### config.mk
export PLATFORM = sky130hd
export DESIGN_NAME = nand_logic_pipe_flat
export DESIGN_NICKNAME = d
export VERILOG_FILES = /design/src/rtl/nand_logic_pipe_if.sv /design/src/rtl/nand_logic_pipe.sv /design/src/flat_wrapper.sv
export SDC_FILE = /design/constraint.sdc
export NUM_CORES = 1
export LEC_CHECK = 0
export CAP_MARGIN = 10
export CELL_PAD_IN_SITES_DETAIL_PLACEMENT = 0
export CELL_PAD_IN_SITES_GLOBAL_PLACEMENT = 1
export CORE_MARGIN = 3
export CORE_UTILIZATION = 35
export DETAILED_ROUTE_END_ITERATION = 10
export GPL_TIMING_DRIVEN = 1
export PLACE_DENSITY_LB_ADDON = 0.1
export RECOVER_POWER = 25
export SKIP_LAST_GASP = 1
export SLEW_MARGIN = 20
export SYNTH_ARGS = -nofsm -noshare
export SYNTH_HDL_FRONTEND = slang
export SYNTH_SLANG_ARGS = --single-unit
### constraint.sdc
create_clock -name clk -period 1.6 [get_ports clk]
set_input_delay 0.16 -clock clk [delete_from_list [all_inputs] [get_ports clk]]
set_output_delay 0.16 -clock clk [all_outputs]
set_load 0.05 [all_outputs]
### src/rtl/nand_logic_pipe_if.sv
// Streaming handshake bundle for nand_logic_pipe: operand side (A/B/OP with
// in_valid/in_ready) and result side (Y/Z with out_valid/out_ready, count).
interface nand_logic_pipe_if #(
   parameter int WIDTH = 8,
   parameter int CNT_W = 16
);
   logic [WIDTH-1:0] A;
   logic [WIDTH-1:0] B;
   logic [2:0]       OP;
   logic             in_valid;
   logic             in_ready;
   logic [WIDTH-1:0] Y;
   logic             Z;
   logic             out_valid;
   logic             out_ready;
   logic [CNT_W-1:0] count;

   // Producer/consumer side that drives operands and accepts results
   modport master (
      output A, B, OP, in_valid, out_ready,
      input  in_ready, Y, Z, out_valid, count
   );

   // Logic unit side
   modport slave (
      input  A, B, OP, in_valid, out_ready,
      output in_ready, Y, Z, out_valid, count
   );
endinterface

### src/rtl/nand_logic_pipe.sv
// Pipelined WIDTH-bit logic unit. Every operation is derived from a 2-input
// NAND network; a mux after the network picks the result. A global-stall
// pipeline of STAGES registers carries the result to the output, where an
// all-ones flag and a delivered-result counter are also produced.
module nand_logic_pipe #(
   parameter int WIDTH  = 8,
   parameter int STAGES = 2,
   parameter int CNT_W  = 16
) (
   input logic             clk,
   input logic             rst_n,
   nand_logic_pipe_if.slave io
);

   // The single primitive from which every operation is built.
   function automatic logic [WIDTH-1:0] nand2(input logic [WIDTH-1:0] x,
                                              input logic [WIDTH-1:0] y);
      return ~(x & y);
   endfunction

   // NAND network: each node feeds the next, operands are touched only via nand2
   logic [WIDTH-1:0] nab_s;
   logic [WIDTH-1:0] na_s;
   logic [WIDTH-1:0] nb_s;
   logic [WIDTH-1:0] and_s;
   logic [WIDTH-1:0] or_s;
   logic [WIDTH-1:0] nor_s;
   logic [WIDTH-1:0] xor_s;
   logic [WIDTH-1:0] xnor_s;
   logic [WIDTH-1:0] pass_s;
   logic [WIDTH-1:0] result_s;

   assign nab_s  = nand2(io.A, io.B);
   assign na_s   = nand2(io.A, io.A);
   assign nb_s   = nand2(io.B, io.B);
   assign and_s  = nand2(nab_s, nab_s);
   assign or_s   = nand2(na_s, nb_s);
   assign nor_s  = nand2(or_s, or_s);
   assign xor_s  = nand2(nand2(io.A, nab_s), nand2(io.B, nab_s));
   assign xnor_s = nand2(xor_s, xor_s);
   assign pass_s = nand2(na_s, na_s);

   // Operation select sits after the network
   always_comb begin
      result_s = '0;
      case (io.OP)
         3'd0:    result_s = nab_s;
         3'd1:    result_s = and_s;
         3'd2:    result_s = or_s;
         3'd3:    result_s = nor_s;
         3'd4:    result_s = xor_s;
         3'd5:    result_s = xnor_s;
         3'd6:    result_s = na_s;
         3'd7:    result_s = pass_s;
         default: result_s = nab_s;
      endcase
   end

   // Pipeline storage; index STAGES-1 is the output stage
   logic [STAGES-1:0][WIDTH-1:0] data_r;
   logic [STAGES-1:0]            vld_r;
   logic [CNT_W-1:0]             count_r;
   logic                         advance_s;
   logic                         xfer_s;

   // Whole pipe moves together whenever the output slot is empty or being drained
   assign advance_s = ~vld_r[STAGES-1] | io.out_ready;
   assign xfer_s    = vld_r[STAGES-1] & io.out_ready;

   // Shift data and valid bits forward on advance; bubbles travel as invalid slots
   always_ff @(posedge clk) begin
      if (!rst_n) begin
         data_r <= '0;
         vld_r  <= '0;
      end else if (advance_s) begin
         data_r[0] <= result_s;
         vld_r[0]  <= io.in_valid;
         for (int i = 1; i < STAGES; i++) begin
            data_r[i] <= data_r[i-1];
            vld_r[i]  <= vld_r[i-1];
         end
      end
   end

   // Delivered-result counter, wraps naturally at 2^CNT_W
   always_ff @(posedge clk) begin
      if (!rst_n) begin
         count_r <= '0;
      end else if (xfer_s) begin
         count_r <= count_r + CNT_W'(1);
      end
   end

   assign io.in_ready  = advance_s;
   assign io.Y         = data_r[STAGES-1];
   assign io.Z         = &data_r[STAGES-1];
   assign io.out_valid = vld_r[STAGES-1];
   assign io.count     = count_r;

endmodule

### src/flat_wrapper.sv
// flat-port wrapper written by rule: the top's interface ports become plain ports
module nand_logic_pipe_flat 
#(
   parameter int WIDTH  = 8,
   parameter int STAGES = 2,
   parameter int CNT_W  = 16
)
  (clk, rst_n, io_A, io_B, io_OP, io_in_valid, io_out_ready, io_in_ready, io_Y, io_Z, io_out_valid, io_count);
  nand_logic_pipe_if #(.WIDTH(WIDTH), .CNT_W(CNT_W)) io_i ();
  input logic clk;
  input logic rst_n;
  input wire logic [$bits(io_i.A)-1:0] io_A;
  input wire logic [$bits(io_i.B)-1:0] io_B;
  input wire logic [$bits(io_i.OP)-1:0] io_OP;
  input wire logic [$bits(io_i.in_valid)-1:0] io_in_valid;
  input wire logic [$bits(io_i.out_ready)-1:0] io_out_ready;
  output wire logic [$bits(io_i.in_ready)-1:0] io_in_ready;
  output wire logic [$bits(io_i.Y)-1:0] io_Y;
  output wire logic [$bits(io_i.Z)-1:0] io_Z;
  output wire logic [$bits(io_i.out_valid)-1:0] io_out_valid;
  output wire logic [$bits(io_i.count)-1:0] io_count;
  assign io_i.A = io_A;
  assign io_i.B = io_B;
  assign io_i.OP = io_OP;
  assign io_i.in_valid = io_in_valid;
  assign io_i.out_ready = io_out_ready;
  assign io_in_ready = io_i.in_ready;
  assign io_Y = io_i.Y;
  assign io_Z = io_i.Z;
  assign io_out_valid = io_i.out_valid;
  assign io_count = io_i.count;
  nand_logic_pipe #(.WIDTH(WIDTH), .STAGES(STAGES), .CNT_W(CNT_W)) u_core (.clk(clk), .rst_n(rst_n), .io(io_i));
endmodule
**Word level (Yosys, flattened, before mapping)**

Index checks and enable logic that the tools add are counted.

- Equal/unequal tests: 7
- Reduce and logical (&&, ||, !) cells: 2
- Add/sub/neg operators: 1
- Mux-type cells: 1
- Bitwise gates (word level): 25

Operator list:

| kind | number |
|---|---|
| bitwise AND 8 bit | 11 |
| NOT 8 bit | 11 |
| case mux 8 bit (8 select lines) | 1 |
| adder 16 x 1 -> 16 bit, second input constant | 1 |
| equality test 3 bit, second input constant | 4 |
| AND reduction 8 bit | 1 |
| equality test 3 x 2 -> 1 bit, second input constant | 2 |
| equality test 3 x 1 -> 1 bit, second input constant | 1 |
| zero test 3 bit | 1 |
| bitwise AND 1 bit | 1 |
| NOT 1 bit | 1 |
| bitwise OR 1 bit | 1 |

- Word-level logic and storage cells: 40
- Output and inout port bits: 27
- Flip-flop bits (word level): 34
- Input port bits: 23

**Longest topological paths before layout**

- Depth after elaboration: 9
- Gate-level depth with buffers: 6
- Mapped depth without buffers: 6

**Worst setup path after synthesis**

No wires, ideal clock.

- Kind: register to register
- Start point: register u_core.vld_r[1]
- End point: register u_core.data_r, in the netlist u_core.io.Y[0]
- Setup time: 0.132 ns
- Cell stages (with the launch flop): 6
- Buffers on the path: 1
- Path slack: -0.473 ns
- Arrival: 1.941 ns
- Clock period less this slack: 2.073 ns
- Path through: dfxtp_1 -> nor2b_1 -> buf_2 -> clkinv_1 -> nand2_1 -> a21oi_1

- Cells in the longest elaborated chain, start to end: 2

Ends and longest elaborated chain:

| element | RTL line | source |
|---|---|---|
| start, declared | nand_logic_pipe.sv:61 | `logic [STAGES-1:0] vld_r;` |
| start signal, assigned by index | nand_logic_pipe.sv:80 | `vld_r[i] <= vld_r[i-1];` |
| NOT 1 bit | nand_logic_pipe.sv:67 | `assign advance_s = ~vld_r[STAGES-1] \| io.out_ready;` |
| bitwise OR 1 bit | nand_logic_pipe.sv:67 |  |
| via io_in_ready | flat_wrapper.sv:17 | `output wire logic [$bits(io_i.in_ready)-1:0] io_in_ready;` |
| end signal, assigned by index | nand_logic_pipe.sv:79 | `data_r[i] <= data_r[i-1];` |
| end, declared | nand_logic_pipe.sv:60 | `logic [STAGES-1:0][WIDTH-1:0] data_r;` |

The timed path passes the listed nets, and every way through them passes these cells.
A chain may end at the register's enable or synchronous reset.

**Final worst setup path**

- Start point: input io_out_ready
- End point: output io_in_ready

- Cells in the longest elaborated chain, start to end: 1

Ends and longest elaborated chain:

| element | RTL line | source |
|---|---|---|
| start, declared | flat_wrapper.sv:16 | `input wire logic [$bits(io_i.out_ready)-1:0] io_out_ready;` |
| bitwise OR 1 bit | nand_logic_pipe.sv:67 |  |
| end, declared | flat_wrapper.sv:17 |  |

No other way between the ends.

==> impl_results.md <==
* Status: finished, final reports clean
* Worst setup SP type: input port
* Seq/Total Area, Yosys at 0.320
* Peak supply drop at 0.345 mV
* Synthesized area at 0.00213 mm2
* Vias per cell at 4.79
* Power density cells at 689 mW/mm2
* Logic gate share of total power at 0.226
* R2R setup slack at 0.15 ns
* Tmin final at 1.50 ns
* Overall routing resource usage at 0.136
* Antenna viol nets, final at 0
* Worst hold-check path type: in2reg
* Worst EP required at 1.44 ns
* Kind of critical path: in2out
* Critical R2R Launch: u_core.io.count[2]$_SDFFE_PN0P_
* Total nets after synthesis at 297
* RSZ-0062 raised after global routing: false
* Data arrival time of the worst path at 1.34 ns
* H-tree levels at 2
* Layout area overhead at 37.9%
* Slew Limit Fails at 0
* Share of layout cells above drive strength 1 at 0.242
* Synthesis-stage register bit count at 34
* Clock Path Buffers at 2
* Pin count of the biggest net entering global routing at 27
* I/O Pins at 50
* Hpwl dp at 3.62 mm
* Global-route wire length before repair at 7.91 mm
* Grt ovf at 0
* Max-slew headroom at the worst pin at 0.600
* Drt wl/cell at 11.6 um
* Area contributors post-synth: dfxtp_1 (32%), ha_1 (10%), xor2_1 (9.5%), a221oi_1 (4.5%), nand2_1 (4.4%)
* Register Area at 701 um2
* Final Core Density at 0.514
* Top-count cell post-synth: dfxtp_1
* Internal power at 1.46 mW
* CTS Sinks at 34
* CTS Buf Count at 5
* Net load switching power at 564 uW
* Worst-Skew Late Latency at 0.28 ns
* Die Area at 0.00705 mm2
* R2R depth at 4
* Die Y at 84.0 um
* Synth Flop Type: dfxtp_1
* IO Port Bufs at 49
* Worst-Margin Slew at 0.602 ns
* Non-Filler Instances at 403
* Min-Delay Endpoint: u_core.vld_r[0]$_SDFFE_PN0P_
* Synth Warn # at 0
* Sequential power share at 0.452
* Dpl cells at 393
* Clk pwr share at 0.322
* Post-synth EDFFs at 0
* # diodes at 0
* Worst setup EP type: primary output
* Vias in the first global route at 1758
* Worst hold start: io_in_valid
* CORE AREA at 0.00571 mm2
* Post-Syn Area per Cell at 8.28 um2
* Gpl congestion at 0.782
* Top cells by count, synth: dfxtp_1 (34), nand2_1 (25), nor2_1 (23), xor2_1 (23), inv_1 (21)
* DR iter-0 viols at 71
* F_max at 0.666 GHz
* Setup violators final at 0
* Die X at 84.0 um
* Initial antenna violation count at 0
* Period utilization at 0.939
* 1st-pass router iterations at 4
* Async set-reset flop share out of synthesis at 0
* CTS root buf: clkbuf_8
* CTS tree: done
* Worst hold stages at 3
* Reg2reg end: u_core.io.count[15]$_SDFFE_PN0P_
* Synth area leader: dfxtp_1
* Nets at 370
* Clock transition at the registers of the reported paths at 0.07 ns
* Sw Share at 0.279
* Pwr Total at 2.02 mW
* Synth cell types at 36
* Drt total wl at 4.69 mm
* Setup skew after layout at 0.0102 ns
* Final hold violations at 0
* Layout fillers at 591
* Post-synth top area share at 0.320
* Initial Util at 0.373
* Static Leak at 1.27 nW
* DRC at 0
* Post-Synthesis Cells at 257
* Cell row count at 27
* CP Max Fanout at 11
* MaxCap Viol Count at 0
* Area occupied by multi-input gates at 0.00125 mm2
* Via Count at 1931
## flip-flops by register name (all words and copies together) (netlist names)
register and count:
u_core.io.count 16, u_core.data_r 8, u_core.vld_r 2, u_core.io.Y 8
## placed cells by master (no fill, tap or decap), types with 10 or more instances in the layout
cell             instances
dfxtp_2                 10
ha_1                    17
nor2_1                  23
a21oi_1                 14
xnor2_1                 10
buf_4                   47
dfxtp_1                 22
nand2_1                 25
xor2_1                  23
inv_1                   21
clkbuf_1                14
clkdlybuf4s50_1         21
a221oi_1                11
## worst max-delay path, cell delays in order
cell,delay [ns]
clkdlybuf4s50_1,0.43
buf_4,0.17
nor2b_4,0.13
buf_12,0.15
clkinv_4,0.09
buf_4,0.20
## metrics by stage
stage          TNS (ns)  area, um2  hold slack, ns  worst slack (ns)
6_report              0       2940           0.435            0.0982
2_1_floorplan         0       2150           0.298          0.000566
5_1_grt               0       2940           0.433            0.0483
3_5_place_dp      -1.29       2860           0.449            -0.166
3_3_place_gp      -1.17       2860           0.441            -0.148
4_1_cts               0       2950           0.427            0.0413
## worst max-delay path by stage
stage	start	end	depth (start not counted)
6_report	io_out_ready	io_in_ready	6
5_1_grt	u_core.io.count[6]$_SDFFE_PN0P_	u_core.io.count[15]$_SDFFE_PN0P_	4
4_1_cts	io_out_ready	io_in_ready	6
3_5_place_dp	io_B[5]	u_core.data_r[5]$_SDFFE_PN0P_	7
3_3_place_gp	io_B[7]	u_core.data_r[7]$_SDFFE_PN0P_	7
2_1_floorplan	u_core.io.count[1]$_SDFFE_PN0P_	u_core.io.count[15]$_SDFFE_PN0P_	4
## cell families (layout without fill, tap and decap cells)
logic type	after synthesis	in the layout	share of synthesized area
AND/OR/NAND/NOR	87	87	0.202
buffers and inverters	44	118	0.0964
AO/OA/AOI/OAI	38	38	0.115
flip-flops	34	34	0.320
XOR/XNOR	33	33	0.136
adder cells (fa/ha/maj)	17	17	0.0999
multiplexers	4	4	0.0306
## power by group through the flow
| stage | Sequential [mW] | Combinational, mW | Clock, mW |
|---|---|---|---|
| global route | 0.919 | 0.504 | 0.727 |
| CTS | 0.914 | 0.465 | 0.681 |
| floorplan | 0.933 | 0.284 | 0 |
| detailed placement | 0.934 | 0.463 | 0 |
| finish | 0.914 | 0.457 | 0.651 |
| global placement | 0.934 | 0.461 | 0 |
## final cells by class
type	count	share of cell area
multi-input combinational	179	0.426
timing repair buffer	87	0.243
sequential	34	0.239
inverter	23	0.0311
tap	72	0.0307
clock buffer	7	0.0294
clock inverter	1	0.00171
## layer usage
metal / global-route usage / share of wire / vias up
met2: 0.213 / 0.44 / 40
met5: 0 / 0 / -
met4: 0.0439 / 0.011 / 0
met1: 0.182 / 0.50 / 873
met3: 0.0365 / 0.048 / 5
li1: - / - / 1013
## timing repair
item | 4_1_cts | 5_1_grt
hold buffers | 0 | 0
buffers inserted | 0 | 1
endpoints found under the setup margin | 0 | 1
gates resized for setup | 0 | 1
Note: power is estimated with default switching activity, not from simulation.
==> patch 1, RTL diff (same flow settings) <==
`STAGES` is set to 2 in 2 places; all go to 1.
--- a/src/rtl/nand_logic_pipe.sv
+++ b/src/rtl/nand_logic_pipe.sv
@@ -5,5 +5,5 @@
 module nand_logic_pipe #(
    parameter int WIDTH  = 8,
-   parameter int STAGES = 2,
+   parameter int STAGES = 1,
    parameter int CNT_W  = 16
 ) (
--- a/src/flat_wrapper.sv
+++ b/src/flat_wrapper.sv
@@ -3,5 +3,5 @@
 #(
    parameter int WIDTH  = 8,
-   parameter int STAGES = 2,
+   parameter int STAGES = 1,
    parameter int CNT_W  = 16
 )
Formal check against the unedited RTL: not equivalent (a bounded check fails within 4 cycles, from zero or initial values and one cycle with rst_n low).
==> patch 1 against the original RTL <==
Count of clock-buffer cells in the layout down 3. Cell area down 12%. Total power down 24%. Synthesized area down 15%. Maximum frequency down 0.23%. Combinational power up 6.1%. Utilization up 1.3 points. Wire length down 13%. Global-route usage up 0.32 points. Final cell count down 11%. Sequential cell count down 9. Setup slack worse by 3.5 ps. Critical path depth down 1. Largest power group unchanged.
==> patch 1: results (changes against the original RTL) <==
outcome=completed; Mapped Nets=261 (-12%); Clock transition at path regs=90 ps (+20 ps); Detailed Route Iter0 Violations=49 (-31%); global placement routability congestion=0.768 (-1.8%); final hold slack=483 ps (+48.2 ps); antenna diode count=0 (unchanged); critical path arrival=1350 ps; clk_skew=6.00 ps (-4.20 ps); placed inst area=2560 um2 (-10%); CTS buffer count=3 (-2); fin nets=331 (-11%); max reg flops=16 (unchanged); vias=1720 (-11%); NetSw=0.476 mW (-16%); share of cells above drive strength 1=24.8% (+0.66 points); cells on worst reg2reg path=5 (+1); global-route wire length before repair=7.18 mm (-9.2%); layout filler cell count=529 (-10%); insertion delay to the later sink of the worst-skew pair=270 ps; sequential share of the synthesized area=27.5% (-4.5 points); largest fanout on the critical path=6 (-5); non-filler instance count after layout=357 (-11%); Reg2Reg Capture Point=u_core.io.count[10]$_SDFFE_PN0P_; most instantiated cells after synthesis=dfxtp_1 (25), inv_1 (20), ha_1 (17); pre-CTS setup slack=-192 ps (-25.4 ps); Synth cell types=42 (+17%); H-Tree Depth=1 (-1); HPWL after DPL=3.27 mm (-9.8%); reg-to-reg startpoint=u_core.io.count[0]$_SDFFE_PN0P_; crit share post-route=94.1% (+0.22 points); Max VDD drop=0.000322 V (-6.6%); slew at the pin with the worst max-slew slack=616 ps (+13.9 ps); LEAKAGE=1.12 nW (-12%); Syn Area/Cell=8.23 um2 (-0.67%); largest net degree at the start of global routing=28 (+3.7%); ranking of synthesized cells by area=dfxtp_1 (28%), ha_1 (12%), xor2_1 (5.8%); routed len/inst=11.4 um (-2.0%); beginning of the critical path=io_out_ready; worst reg2reg setup slack=150 ps (about the same); Overall Global Routing Usage=13.9% (+0.32 points); vias in the first global route=1617 (-8.0%); Placed Cells=353 (-10%)
==> patch 1: cell type report <==
cell class	instances	area [um2]	area share, %
well taps	67	83.8	3.26
inverters	21	78.8	3.06
flip-flops and latches	25	520	20.2
multi-input cells	162	1180	45.8
repair buffers	78	666	25.9
clock buffers	4	45.0	1.75
==> patch 1: worst min path at each step <==
stage / startpoint / endpoint / depth (start not counted)
floorplan: io_in_valid / u_core.io.out_valid$_SDFFE_PN0P_ / 2
global placement: u_core.io.count[11]$_SDFFE_PN0P_ / u_core.io.count[11]$_SDFFE_PN0P_ / 2
detailed placement: u_core.io.count[11]$_SDFFE_PN0P_ / u_core.io.count[11]$_SDFFE_PN0P_ / 2
CTS: io_in_valid / u_core.io.out_valid$_SDFFE_PN0P_ / 3
global route: io_in_valid / u_core.io.out_valid$_SDFFE_PN0P_ / 3
finish: io_in_valid / u_core.io.out_valid$_SDFFE_PN0P_ / 3
==> patch 1: power by group through the flow <==
stage / Clock, mW / Combinational, mW / Sequential (mW)
6_report: 0.375 / 0.485 / 0.670
3_5_place_dp: 0 / 0.494 / 0.685
5_1_grt: 0.415 / 0.534 / 0.675
3_3_place_gp: 0 / 0.491 / 0.687
2_1_floorplan: 0 / 0.209 / 0.765
4_1_cts: 0.387 / 0.496 / 0.671
==> patch 1: cell families (layout without fill, tap and decap cells) <==
family	Yosys count	count (layout)	synth area share, %
AO/OA/AOI/OAI	54	54	19.3
XOR/XNOR	23	23	11.1
adder cells (fa/ha/maj)	17	17	11.7
buffers and inverters	34	103	8.12
flip-flops	25	25	27.5
multiplexers	4	4	2.89
AND/OR/NAND/NOR	64	64	19.4
==> patch 1: worst max-delay path, stage by stage <==
cell,delay (ps)
clkdlybuf4s50_1,540
and2b_1,250
inv_2,120
buf_4,150
buf_12,130
==> patch 1: per-layer routing <==
layer	vias to the layer above	share of wire [%]	global-route usage (%)
met1	760	53	19.6
li1	921	-	-
met4	0	0.56	2.10
met2	37	43	22.6
met3	2	3.7	2.75
met5	-	0	0
==> patch 1: through the flow <==
step	util [%]	total power, mW	TNS (ps)
global placement	52.4	1.18	-1260
finish	52.7	1.53	0
detailed placement	52.4	1.18	-1240
global route	52.7	1.62	0
floorplan	-	0.974	0
CTS	53.4	1.55	0
==> patch 2, RTL diff (config.mk and constraints unchanged) <==
Made on the original files. Reset style: asynchronous (`rst_n`), changed in 2 clocked blocks.
--- a/src/rtl/nand_logic_pipe.sv
+++ b/src/rtl/nand_logic_pipe.sv
@@ -69,5 +69,5 @@
 
    // Shift data and valid bits forward on advance; bubbles travel as invalid slots
-   always_ff @(posedge clk) begin
+   always_ff @(posedge clk or negedge rst_n) begin
       if (!rst_n) begin
          data_r <= '0;
@@ -84,5 +84,5 @@
 
    // Delivered-result counter, wraps naturally at 2^CNT_W
-   always_ff @(posedge clk) begin
+   always_ff @(posedge clk or negedge rst_n) begin
       if (!rst_n) begin
          count_r <= '0;
Formal check against the unedited RTL: differs if rst_n is asserted again (counterexample within 4 cycles, from zero or initial values and one cycle with rst_n low); with rst_n held inactive, the same outputs for 10 cycles.
==> patch 2 against the original RTL <==
Maximum frequency decreased by 3.0%. Setup slack got worse by 47 ps. Synthesized area decreased by 5.1%. Wire length decreased by 18%. Clock skew decreased by 5.0 ps. Sequential share of layout area increased by 7.0 points. Global-route usage decreased by 0.58 points. Worst hold slack improved by 24 ps. Sequential cell count unchanged. Cell area decreased by 5.9%. Non-clock buffer count decreased by 14.
Power is not compared: it rests on default switching activity, and its combinational part moved more than twofold at a synthesized area within 25%.
==> patch 2: results (changes against the original RTL) <==
H-Tree Depth=2 (unchanged); LEAKAGE=1.44 nW; layout filler cell count=542 (-8.3%); worst reg2reg setup slack=210 ps (+60 ps); fin nets=301 (-19%); pre-CTS setup slack=-282 ps (-116 ps); share of cells above drive strength 1=30.5% (+6.4 points); clk_skew=5.17 ps (-5.03 ps); largest net degree at the start of global routing=35 (+30%); Max VDD drop=0.000459 V; Via density=4.39 (-8.5%); outcome=completed; Ys Warns=0 (unchanged); Worst path max stage delay=500 ps (+70 ps); HPWL after DPL=3.15 mm (-13%); Max Root-Sink Buffers=2 (unchanged); Port Buf Inserts=49 (unchanged); root buffer cell=clkbuf_8; critical path arrival=1760 ps (+420 ps); insertion delay to the later sink of the worst-skew pair=280 ps (about the same); reg-to-reg startpoint=u_core.io.count[0]$_DFFE_PN0P_; Multi-input gate area=973 um2 (-22%); worst hold path class=primary input to flip-flop; global-route wire length before repair=6.81 mm (-14%); Detailed Route Iter0 Violations=49 (-31%); Reg2Reg Capture Point=u_core.io.count[10]$_DFFE_PN0P_; max reg flops=16 (unchanged); antenna diode count=0 (unchanged); global placement routability congestion=0.756 (-3.3%); vias in the first global route=1508 (-14%); cells on worst reg2reg path=5 (+1); Overall Global Routing Usage=13.1% (-0.58 points); ranking of synthesized cells by area=dfrtp_1 (42%), ha_1 (11%), mux4_2 (8.9%); Pre-Repair DR Iteration Count=4 (unchanged); initial antenna violation count=0 (unchanged); WHS Endpoint=u_core.vld_r[0]$_DFFE_PN0P_; Worst Hold Launch=io_in_valid; routed len/inst=11.5 um (-1.4%); most instantiated cells after synthesis=nand2_1 (41), dfrtp_1 (34), inv_1 (26); Most Crowded Layer GR=met2; Mapped Nets=236 (-21%); slowest cell on the critical path=clkdlybuf4s50_1; met2 GRT Util=21.5% (+0.23 points); CTS buffer count=5 (unchanged); M1 GR Usage=16.8% (-1.4 points); Clock transition at path regs=70 ps (about the same); sequential share of the synthesized area=42.1% (+10 points); Hold Crit Depth=3 (unchanged); M3 GR Usage=2.96% (-0.69 points); largest fanout on the critical path=3 (-8); slew at the pin with the worst max-slew slack=813 ps (+211 ps); Synth cell types=23 (-36%); Post-synth ARST share=100% (+100 points); placed inst area=2650 um2 (-7.4%)
patch 2: cell count changes after synthesis, moves of 7 or more:
cell	change
dfrtp_1	+34
dfxtp_1	-34
nor2_1	-18
nand2_1	+16
a21oi_1	-14
a221oi_1	-11
o21ai_0	-9
nor3_1	-8
o21ai_2	+8
xor2_1	-8
clkbuf_1	-7
patch 2: timing repair:
action                                  in CTS  in global routing
hold buffers                                 0                  0
resized for setup                            0                  2
endpoints found under the setup margin       0                  2
setup buffers                                0                  0
patch 2: final cells by class:
type	instances	area share [%]
Multi-Input combinational cell	121	35.3
Clock inverter	1	1.09
Sequential cell	34	30.9
Inverter	26	3.53
Tap cell	72	3.26
Timing Repair Buffer	73	23.2
Clock buffer	7	2.76
patch 2: logic make-up (layout without fill, tap and decap cells):
| kind of cell | count (synthesis) | count (layout) | share of synthesized area (%) |
|---|---|---|---|
| flops | 34 | 34 | 42.1 |
| xor+xnor | 23 | 23 | 9.98 |
| fa+ha+maj | 17 | 17 | 10.5 |
| compound gates | 8 | 8 | 3.47 |
| buf+inv | 41 | 107 | 10.2 |
| simple gates | 64 | 64 | 14.3 |
| mux | 9 | 9 | 9.48 |
patch 2: metal layers:
| metal | vias to the layer above | routed length (um) |
|---|---|---|
| li1 | 744 | - |
| met1 | 676 | 1670 |
| met2 | 40 | 1890 |
| met3 | 5 | 203 |
| met4 | 0 | 63 |
| met5 | - | 0 |
patch 2: worst max-delay path by stage:
stage	slack [ps]	cells after the start	start	endpoint
after floorplan	8	6	u_core.vld_r[1]$_DFFE_PN0P_	u_core.io.Y[0]$_DFFE_PN0P_
after global placement	-210	7	io_A[3]	u_core.data_r[3]$_DFFE_PN0P_
after CTS	20	7	io_A[3]	u_core.data_r[3]$_DFFE_PN0P_
final	50	7	io_A[3]	u_core.data_r[3]$_DFFE_PN0P_
after global routing	-10	7	io_A[3]	u_core.data_r[3]$_DFFE_PN0P_
after detailed placement	-280	7	io_A[3]	u_core.data_r[3]$_DFFE_PN0P_
patch 2: where the power goes:
part / switching [mW] / internal, mW
clock: 0.283 / 0.466
sequential: 0.170 / 1.04
combinational: 0.774 / 0.459
total: 1.23 / 1.97
patch 2: critical path: cells and delay by family:
family	cells	cell delay, ps
buffers and inverters	3	600
multiplexers	1	470
adder cells (fa/ha/maj)	1	280
XOR/XNOR	1	160
AO/OA/AOI/OAI	1	100
patch 2: per-stage QoR:
stage / total power [mW] / std cells / hold WS, ps
floorplan: 2.09 / 196 / -136
global placement: 2.44 / 326 / 444
detailed placement: 2.48 / 326 / 455
CTS: 3.25 / 334 / 300
global route: 3.40 / 334 / 463
finish: 3.19 / 334 / 459
